<file path="src/rtl/control_unit.sv">
// control_unit: multi-cycle sequencer for the 8-bit Harvard CPU.
// Fetches and decodes instructions and steps the register file, ALU and data memory.
module control_unit #(
    parameter logic [7:0] RESET_PC = 8'h00,
    localparam int unsigned DATA_W   = 8,
    localparam int unsigned REG_AW   = 2,
    localparam int unsigned ALU_OP_W = 3
) (
    input  logic                clk,
    input  logic                rst,
    output logic [DATA_W-1:0]   imem_addr,
    input  logic [DATA_W-1:0]   imem_data,
    output logic [REG_AW-1:0]   rf_rd_addr,
    output logic [REG_AW-1:0]   rf_rr_addr,
    input  logic [DATA_W-1:0]   rf_rd_data,
    input  logic [DATA_W-1:0]   rf_rr_data,
    output logic                rf_wr_en,
    output logic [REG_AW-1:0]   rf_wr_addr,
    output logic [DATA_W-1:0]   rf_wr_data,
    output logic [ALU_OP_W-1:0] alu_op,
    input  logic [DATA_W-1:0]   alu_result,
    output logic [DATA_W-1:0]   dmem_addr,
    output logic [DATA_W-1:0]   dmem_wdata,
    output logic                dmem_we,
    input  logic [DATA_W-1:0]   dmem_rdata,
    output logic                zero_flag,
    output logic                halted
);

    localparam logic [3:0] OP_MOV  = 4'h6;
    localparam logic [3:0] OP_LDI  = 4'h7;
    localparam logic [3:0] OP_LD   = 4'h8;
    localparam logic [3:0] OP_ST   = 4'h9;
    localparam logic [3:0] OP_JMP  = 4'hA;
    localparam logic [3:0] OP_JZ   = 4'hB;
    localparam logic [3:0] OP_HALT = 4'hF;

    typedef enum logic [2:0] {
        S_FETCH,
        S_DECODE,
        S_IMM,
        S_EXEC,
        S_WRITE,
        S_HALT
    } state_t;

    state_t            state, state_n;
    logic [DATA_W-1:0] pc, pc_n;
    logic [DATA_W-1:0] ir, ir_n;
    logic [DATA_W-1:0] wb_data, wb_data_n;
    logic              z, z_n;
    logic [3:0]        opcode;
    logic              is_alu;
    logic [DATA_W-1:0] pc_inc;

    assign opcode = ir[7:4];
    assign is_alu = (opcode >= 4'h1) && (opcode <= 4'h5);
    assign pc_inc = pc + DATA_W'(1);

    // Address and data paths are pure wiring from the internal registers and rf data.
    assign imem_addr  = pc;
    assign rf_rd_addr = ir[3:2];
    assign rf_rr_addr = ir[1:0];
    assign rf_wr_addr = ir[3:2];
    assign rf_wr_data = wb_data;
    assign dmem_addr  = rf_rr_data;
    assign dmem_wdata = rf_rd_data;
    assign zero_flag  = z;
    assign halted     = (state == S_HALT);

    always_ff @(posedge clk or posedge rst) begin
        if (rst) begin
            state   <= S_FETCH;
            pc      <= RESET_PC;
            ir      <= '0;
            wb_data <= '0;
            z       <= 1'b0;
        end else begin
            state   <= state_n;
            pc      <= pc_n;
            ir      <= ir_n;
            wb_data <= wb_data_n;
            z       <= z_n;
        end
    end

    // Next-state and strobe decode; strobes derive only from registered state and ir.
    always_comb begin
        state_n   = state;
        pc_n      = pc;
        ir_n      = ir;
        wb_data_n = wb_data;
        z_n       = z;
        rf_wr_en  = 1'b0;
        dmem_we   = 1'b0;
        alu_op    = '0;
        case (state)
            S_FETCH: begin
                ir_n    = imem_data;
                pc_n    = pc_inc;
                state_n = S_DECODE;
            end
            S_DECODE: begin
                case (opcode)
                    OP_HALT:                 state_n = S_HALT;
                    4'h0, 4'hC, 4'hD, 4'hE:  state_n = S_FETCH;
                    OP_LDI, OP_JMP, OP_JZ:   state_n = S_IMM;
                    default:                 state_n = S_EXEC;
                endcase
            end
            S_IMM: begin
                state_n = S_FETCH;
                case (opcode)
                    OP_JMP: pc_n = imem_data;
                    OP_JZ:  pc_n = z ? imem_data : pc_inc;
                    OP_LDI: begin
                        wb_data_n = imem_data;
                        pc_n      = pc_inc;
                        state_n   = S_WRITE;
                    end
                    default: ;
                endcase
            end
            S_EXEC: begin
                state_n = S_WRITE;
                if (is_alu) begin
                    alu_op    = ALU_OP_W'(opcode - 4'd1);
                    wb_data_n = alu_result;
                    z_n       = (alu_result == '0);
                end else if (opcode == OP_MOV) begin
                    wb_data_n = rf_rr_data;
                end else if (opcode == OP_LD) begin
                    wb_data_n = dmem_rdata;
                end else if (opcode == OP_ST) begin
                    dmem_we = 1'b1;
                    state_n = S_FETCH;
                end else begin
                    state_n = S_FETCH;
                end
            end
            S_WRITE: begin
                rf_wr_en = 1'b1;
                state_n  = S_FETCH;
            end
            S_HALT:  state_n = S_HALT;
            default: state_n = S_FETCH;
        endcase
    end

endmodule

</file>
<file path="config.mk">
export PLATFORM = sky130hd
export DESIGN_NAME = control_unit
export DESIGN_NICKNAME = d
export VERILOG_FILES = /design/src/rtl/control_unit.sv
export SDC_FILE = /design/constraint.sdc
export NUM_CORES = 1
export LEC_CHECK = 0
export ABC_AREA = 1
export CORE_MARGIN = 2
export CORE_UTILIZATION = 35
export DETAILED_ROUTE_END_ITERATION = 10
export PLACE_DENSITY = 0.65
export SLEW_MARGIN = 20
export SYNTH_ARGS = -nofsm -noshare
export SYNTH_HDL_FRONTEND = slang
export SYNTH_SLANG_ARGS = --single-unit
</file>
<file path="constraint.sdc">
create_clock -name clk -period 2.64 [get_ports clk]
set_input_delay 0.528 -clock clk [delete_from_list [all_inputs] [get_ports clk]]
set_output_delay 0.528 -clock clk [all_outputs]
set_load 0.01 [all_outputs]
</file>
# == Yosys cells after proc, flatten, opt, wreduce, memory -nomap -nowiden ==
# Memory sizes are Yosys's and may differ from the RTL's.
# Index checks and enable logic that the tools add are counted.
# word_totals
ff_bits,28
rom_bits,48
inputBits,42
out_inout_bits,45
word_cells,53
n_memories,1
# memory_table
memory,depth,word_bits,read_ports,rd_ports_with_merged_regs,wr,line_no,rtl
(name not given),16,3,1,0,0,104,case (opcode)
# classes
addsub,2
n_lt_le_gt_ge,2
eq_ne,14
mux,21
reduce_logical,8
# op_table
op,count
8-bit two-way mux,5
8-bit one-hot mux with 2 select lines,2
8-bit one-hot mux with 3 select lines,1
3-bit two-way mux,6
4-bit equality test (second input constant),4
3-bit one-hot mux with 5 select lines,1
8-bit by 1-bit adder with 8-bit output (second input constant),1
4-bit by 3-bit equality test with 1-bit output (second input constant),2
8-bit logical NOT,1
3-bit by 2-bit equality test with 1-bit output (second input constant),2
3-bit equality test (second input constant),2
1-bit two-way mux,6
4-bit by 1-bit >= comparator with 1-bit output (second input constant),1
4-bit by 3-bit less-or-equal comparator with 1-bit output (second input constant),1
4-bit by 2-bit != test with 1-bit output (second input constant),1
4-bit != test (second input constant),1
2-bit AND reduction,2
2-bit nonzero test,2
3-bit by 1-bit equality test with 1-bit output (second input constant),1
3-bit logical NOT,1
3-bit AND reduction,1
3-bit by 1-bit subtractor with 3-bit output (second input constant),1
2-bit != test (second input constant),1
1-bit logical AND,1

# == Depth between registers and ports, before layout ==
# Gate-level depths: netlist of the first run.
# depth
word_depth,6
mapped_depth,13
depth_no_buf,12

# == Least setup slack after synthesis of the first run ==
# Ideal clock, no wire load.
# synth_path
path_type,reg2out
start,reg ir[4]
end,out alu_op[0]
arrival_time_ps,1485
setup_slack_ps,627
stages_incl_launch_ff,12
n_path_buf,1
path_cell_list,dfrtp_1 > inv_1 > ha_1 > inv_1 > nand2_1 > nand2_2 > nand2_4 > nand2_2 > buf_6 > nor2_4 > inv_2 > nor2_1
# synth_between
elab_chain_cells,4
word_cells_on_any_way,6
# synth_lines
item,line_no,rtl
"start, declared",49,"logic [DATA_W-1:0] ir, ir_n;"
"start signal, assigned",81,ir <= ir_n;
4-bit by 1-bit >= comparator with 1-bit output or 4-bit by 3-bit less-or-equal comparator with 1-bit output (tied branches),57,assign is_alu = (opcode >= 4'h1) && (opcode <= 4'h5);
1-bit logical AND,57,
3-bit two-way mux (*),126,if (is_alu) begin
3-bit two-way mux (*),97,case (state)
"end, declared",20,"output logic [ALU_OP_W-1:0] alu_op,"
# Mark *: on every way between the ends. The rest lies on a longest branch, timed or not.

# == Worst setup path after layout of the first run ==
# layout_path
start,reg state[2]
end,out dmem_we
# layout_between
elab_chain_cells,2
# layout_lines
item,line_no,rtl
"start, declared",47,"state_t state, state_n;"
"start signal, assigned",79,state <= state_n;
3-bit by 2-bit equality test with 1-bit output,97,
1-bit two-way mux,97,
"end, declared",24,"output logic dmem_we,"
# Every way passes these cells.

==> results.ini, run 1 <==
[die]
rows = 29
ioPinCount = 87
die_area_um2 = 7040
core_area_um2 = 6280
die_width_um = 83.9
die_h_um = 83.9
start_util_pct = 35.6

[timing]
slew-limit-headroom_pct = 71.6
tightest_slew_ps = 422
fin_setup_tns_ps = 0
clock_skew_ps = 4.97
fin_crit_ps = 2490
hold_violations = 0
finalSetupViolCount = 0
grt_setup_unrepaired = false
timing.fmax_mhz = 401
maxSlewViolCount = 0
fin_ws_ps = 149
period_share_pct = 94.4

[final_layout]
nNetsFinal = 413
area_growth_pct = 30.9
final_layout_size_suffix_gt1_share_pct = 12.9
instances_no_fill = 440
antenna_cells = 0
final_cell_area_um2 = 2930

[hold_path]
worstHoldEndpoint = rf_wr_data[6]$_DFFE_PP0P_
hold_path.startpoint = rf_wr_data[6]$_DFFE_PP0P_
worstHoldPathType = reg -> reg
min_path_cells = 2

[power_and_ir_drop]
power.density_nw_per_um2 = 1010
vdd_drop_max_uv = 611
finalPower_mw = 2.97
leakage_nw = 1.49

[global_routing]
antenna_found_initial = 0
grt_pass1_wl_mm = 9.52
grt_pass1_vias = 1973
grt_usage_pct = 16.4
grt-ovfl-total = 0
grt_max_degree = 29

[synth]
synth_nets = 361
ys_seq_area_share_pct = 31.3
netlist_area_um2 = 2240
yosysWarnings = 0
syn_area_per_cell_um2 = 7.17
ys_seq_elements = 28
synth_cells = 312
synth_cell_types = 31

[routing]
vias_per_cell = 4.75
drc = 0
num_vias = 2092
wl_per_cell_um = 12.7
antenna_left = 0
drtPass1Iterations = 5
drtIter0Drc = 84
routed_wl_mm = 5.57

[placed_design]
portBuffers = 70
placed_cell_area_um2 = 2840
hpwl_mm = 4.37
dp_worst_setup_slack_ps = 136
placedCellCount = 434
gp_congestion = 0.841

[worst_setup_path]
end_kind = output pin
critPathKind = reg -> out
arrival_ps = 1960
cp-start-kind = flip-flop
worst_r2r_endpoint = imem_addr[7]$_DFFE_PP0P_
timing.rr.start = ir[7]$_DFFE_PP0P_
regToRegSetupSlack_ps = 790
critPathLaunch = state[2]$_DFF_PP0_
required_ps = 2110
path_max_fanout = 10
rr_worst_depth = 9

[clock_network]
clockBufferDepth = 2
cts_tree = built
cts_sinks = 28
clk_pin_slew_ps = 100
hold_buffers = 0
clock_latency_ps = 280
htree_levels = 1
cts_inserted_buffers = 3
root_buffer = clkbuf_8

[run]
cap_viol_max_count = 0

[run_status]
status = complete, no violations

cell usage after synthesis:
library cell / number / share of area (%)
nand3_2: 5 / 2.2
nand3_4: 1 / 0.78
buf_4: 25 / 8.4
a21oi_1: 8 / 1.8
xor2_1: 2 / 0.78
inv_1: 33 / 5.5
nand4_4: 1 / 0.95
nor2_8: 1 / 0.90
nand2_4: 3 / 1.5
nor2_2: 2 / 0.56
nor2_1: 23 / 3.9
nor3_1: 1 / 0.22
a31oi_1: 2 / 0.56
inv_2: 6 / 1.0
a211oi_1: 1 / 0.34
buf_2: 2 / 0.45
o211ai_1: 3 / 1.0
o21ai_1: 4 / 0.90
mux2_2: 4 / 2.0
nand3b_1: 1 / 0.34
buf_6: 4 / 2.0
nand2_2: 6 / 1.7
nor2_4: 2 / 1.0
a21o_1: 1 / 0.34
nand4_1: 9 / 2.5
o21ai_0: 2 / 0.45
nand2_1: 99 / 17
dfrtp_1: 28 / 31
nand3_1: 23 / 5.1
nor4_1: 3 / 0.84
ha_1: 7 / 3.9
power breakdown:
part	internal, mW	leakage (nW)	switching, mW	total [mW]
Clock	0.134	0.0288	0.134	0.268
Combinational	0.828	1.12	1.08	1.91
Sequential	0.618	0.343	0.172	0.789
sequential cells by signal, indices dropped and copies added (netlist names):
name        count
imem_addr       8
ir              8
rf_wr_data      8
state           3
zero_flag       1
through the flow:
step / util [%] / hold WS [ps]
floorplan: - / 481
global placement: 45.2 / 465
detailed placement: 45.2 / 469
CTS: 46.5 / 494
global route: 46.6 / 510
finish: 46.6 / 486
critical path, cell delays in order (launching register included):
cell	delay, ps
dfrtp_1	400
inv_2	90
nand2_1	110
nor2_1	180
inv_2	140
nor4_2	190
clkdlybuf4s50_1	580
worst max-delay path by stage:
stage,end,slack [ps]
finish,dmem_we,150
global route,dmem_we,40
floorplan,alu_op[0],630
CTS,alu_op[1],0.8
detailed placement,alu_op[2],140
global placement,alu_op[0],220
what timing repair did:
action,4_1_cts,5_1_grt
setup endpoints to repair,3,3
setup buffers,2,0
resized for setup,4,4
routing by layer:
layer / vias to the layer above / part of all wire [%] / GRT usage, % / routed length, µm
met2: 62 / 48 / 26.5 / 2670
met5: - / 0 / 0 / 0
met4: 0 / 0.38 / 2.35 / 21
met3: 2 / 5.1 / 3.36 / 286
li1: 1075 / - / - / -
met1: 953 / 46 / 23.2 / 2590
cell families (layout without fill, tap and decap cells):
logic type | Yosys count | count (layout) | synth area share, %
xor+xnor | 2 | 2 | 0.784
flops | 28 | 28 | 31.3
buf+inv | 70 | 121 | 17.4
simple gates | 180 | 180 | 39.2
compound gates | 21 | 21 | 5.37
fa+ha+maj | 7 | 7 | 3.92
mux | 4 | 4 | 2.01
cell usage in the layout (no fill, tap or decap), drive strengths merged:
cell	instances
a211oi	1
a21o	1
a21oi	8
a31oi	2
buf	8
clkbuf	4
clkdlybuf4s50	67
dfrtp	28
dlygate4sd2	1
dlymetal6s2s	2
ha	7
inv	39
mux2	4
nand2	108
nand3	29
nand3b	1
nand4	10
nor2	28
nor3	1
nor4	3
o211ai	3
o21ai	6
xor2	2
layout make-up:
| cell class | instances | area [µm²] |
|---|---|---|
| multi-input combinational | 214 | 1160 |
| clock buffer | 4 | 55.1 |
| fill | 624 | 3350 |
| tap | 77 | 96.3 |
| sequential | 28 | 701 |
| timing repair buffer | 78 | 764 |
| inverter | 39 | 146 |
No activity file was read; power rests on OpenSTA's default activity.
==> run 2: changes to the inputs <==
--- a/config.mk
+++ b/config.mk
@@ -5,11 +5,11 @@
 export SDC_FILE = /design/constraint.sdc
 export NUM_CORES = 1
 export LEC_CHECK = 0
-export ABC_AREA = 1
 export CORE_MARGIN = 2
 export CORE_UTILIZATION = 35
 export DETAILED_ROUTE_END_ITERATION = 10
-export PLACE_DENSITY = 0.65
+export GPL_ROUTABILITY_DRIVEN = 0
+export PLACE_DENSITY = 0.68
 export SLEW_MARGIN = 20
 export SYNTH_ARGS = -nofsm -noshare
 export SYNTH_HDL_FRONTEND = slang
==> run 2 against run 1 <==
Effect of this change: sequential share of layout area increased by 2.3 points; wire length decreased by 13%; utilization increased by 2.2 points; non-clock buffer count unchanged; power decreased by 2.3%; cell count decreased by 23%; clock power increased by 26%; clock-buffer cell count decreased by 1; setup slack got worse by 21 ps; worst hold slack improved by 40 ps; register-to-register slack got worse by 270 ps; largest power group unchanged; highest routed layer unchanged.
==> results.ini, run 2 <==
[run_status]
status = complete, no violations

[synth]
netlist_area_um2 = 1980
ys_top_cells_by_count = nand2_1 (29), dfrtp_1 (28), buf_4 (25), nor2_1 (16)
synth_nets = 268
synth_edf_count = 0
syn_area_per_cell_um2 = 9.06
synth_area_leaders = dfrtp_1 (35%), buf_4 (9.5%), nand2_1 (5.5%)
yosysWarnings = 0
synth-main-ff-cell = dfrtp_1
synth_top_cell_by_area = dfrtp_1
synth.most_common_cell = nand2_1
synth_cell_types = 45
synth_cells = 219
ys_async_sr_fraction_pct = 100
ys_seq_elements = 28
synthDominantCellAreaShare_pct = 35.3
ys_seq_area_share_pct = 35.3

[routing]
wl_per_cell_um = 14.2
drc = 0
antenna_left = 0
drtPass1Iterations = 4
met1_length_mm = 2.19
wl_met2_mm = 2.29
highest_layer = met4
num_vias = 1733
wl_met3_um = 301
vias_per_cell = 5.11
drtIter0Drc = 89
routed_wl_mm = 4.83

[global_routing]
grt_pass1_vias = 1658
grt-ovfl-total = 0
antenna_found_initial = 0
grt_pass1_wl_mm = 7.95
grt_max_degree = 29
grt_usage_pct = 15.9

[power_and_ir_drop]
power.switching_mw = 1.19
swShare_pct = 41.1
power.density_nw_per_um2 = 1090
power_frac_seq_pct = 29.8
finalPower_mw = 2.90
pwr-share-comb_pct = 58.5
leakage_nw = 1.18
internal_power_mw = 1.71
vdd_drop_max_uv = 432
power.share.clock_pct = 11.7

[final_layout]
antenna_cells = 0
fin_util_pct = 48.8
fillers = 542
nNetsFinal = 317
final_common_cell = clkdlybuf4s50_1
area_growth_pct = 34.7
instances_no_fill = 339
final_cell_mix = clkdlybuf4s50_1 (67), nand2_1 (29), dfrtp_1 (28)
final_layout_size_suffix_gt1_share_pct = 9.36

[worst_setup_path]
required_ps = 2110
critPathKind = reg -> out
rr_worst_depth = 8
arrival_ps = 1980
end_kind = output pin
path_max_fanout = 10
cp-start-kind = flip-flop

[die]
die_h_um = 79.3
die_width_um = 79.3
start_util_pct = 36.2
rows = 27
ioPinCount = 87
core_area_um2 = 5470
die_area_um2 = 6280

[placed_design]
portBuffers = 70
hpwl_mm = 3.64
placedCellCount = 333

[timing]
fin_setup_tns_ps = 0
tightest_slew_ps = 504
hold_ws_ps = 526
clock_skew_ps = 3.70
finalSetupViolCount = 0
hold_violations = 0
fin_crit_ps = 2510
grt_setup_unrepaired = false
slew-limit-headroom_pct = 66.3
maxSlewViolCount = 0
period_share_pct = 95.2
timing.fmax_mhz = 398

[clock_network]
cts_inserted_buffers = 3
cts_tree = built
root_buffer = clkbuf_8
clk_pin_slew_ps = 100
clockBufferDepth = 2
htree_levels = 1
clock_latency_ps = 270
cts_sinks = 28

[run]
cap_viol_max_count = 0

[hold_path]
worstHoldPathType = reg -> reg
min_path_cells = 1

## run 2: cell families after synthesis
group,after synthesis,synth area share [%]
AO/OA/AOI/OAI,53,18.8
XOR/XNOR,1,0.442
adder cells (fa/ha/maj),7,4.42
buffers and inverters,43,14.6
flip-flops,28,35.3
multiplexers,14,7.95
AND/OR/NAND/NOR,73,18.4
## run 2: area by class of cell
class                           count  area (µm²)  area share [%]
Multi-Input combinational cell    148        1010            37.7
Inverter                            9        33.8            1.26
Sequential cell                    28         701            26.2
Timing Repair Buffer               78         768            28.8
Tap cell                           72        90.1            3.37
Clock inverter                      1        30.0            1.12
Clock buffer                        3        41.3            1.55
## run 2: final timing paths
| kind | startpoint | end | slack, ps |
|---|---|---|---|
| max | state[0]$_DFF_PP0_ | dmem_we | 130 |
| max in group asynchronous | rst | state[1]$_DFF_PP0_ | 1730 |
| min reg2reg | ir[1]$_DFFE_PP0P_ | ir[1]$_DFFE_PP0P_ | 530 |
| min in group asynchronous | rst | ir[2]$_DFFE_PP0P_ | 620 |
| max reg2reg | ir[4]$_DFFE_PP0P_ | imem_addr[4]$_DFFE_PP0P_ | 520 |
| min | ir[1]$_DFFE_PP0P_ | ir[1]$_DFFE_PP0P_ | 530 |
## run 2: stage by stage
| stage | setup slack (ps) | cell area, µm² |
|---|---|---|
| floorplan | 718 | 1980 |
| global placement | 233 | 2560 |
| detailed placement | 168 | 2560 |
| CTS | 4.90 | 2660 |
| global route | 6.35 | 2670 |
| finish | 128 | 2670 |
## run 2: critical path: stages, from the launching register on
cell,delay [ps]
dfrtp_1,580
nand3b_4,200
nor4_1,340
clkdlybuf4s50_1,600
## run 2: power by group through the flow
stage / combinational (mW) / clock, mW / sequential (mW)
2_1_floorplan: 1.16 / 0 / 0.842
3_3_place_gp: 1.62 / 0 / 0.875
3_5_place_dp: 1.64 / 0 / 0.885
4_1_cts: 1.70 / 0.353 / 0.863
5_1_grt: 1.87 / 0.372 / 0.904
6_report: 1.70 / 0.339 / 0.865
## run 2: metal layers
metal / global-route usage (%) / vias to the layer above
li1: - / 853
met1: 21.8 / 808
met2: 26.4 / 68
met3: 1.93 / 4
met4: 4.31 / 0
met5: 0 / -
## run 2: what timing repair did
item                       4_1_cts  5_1_grt
setup endpoints to repair        3        3
buffers inserted                 2        0
hold endpoints to repair         0        0
resized for setup                2        5
hold buffers                     0        0
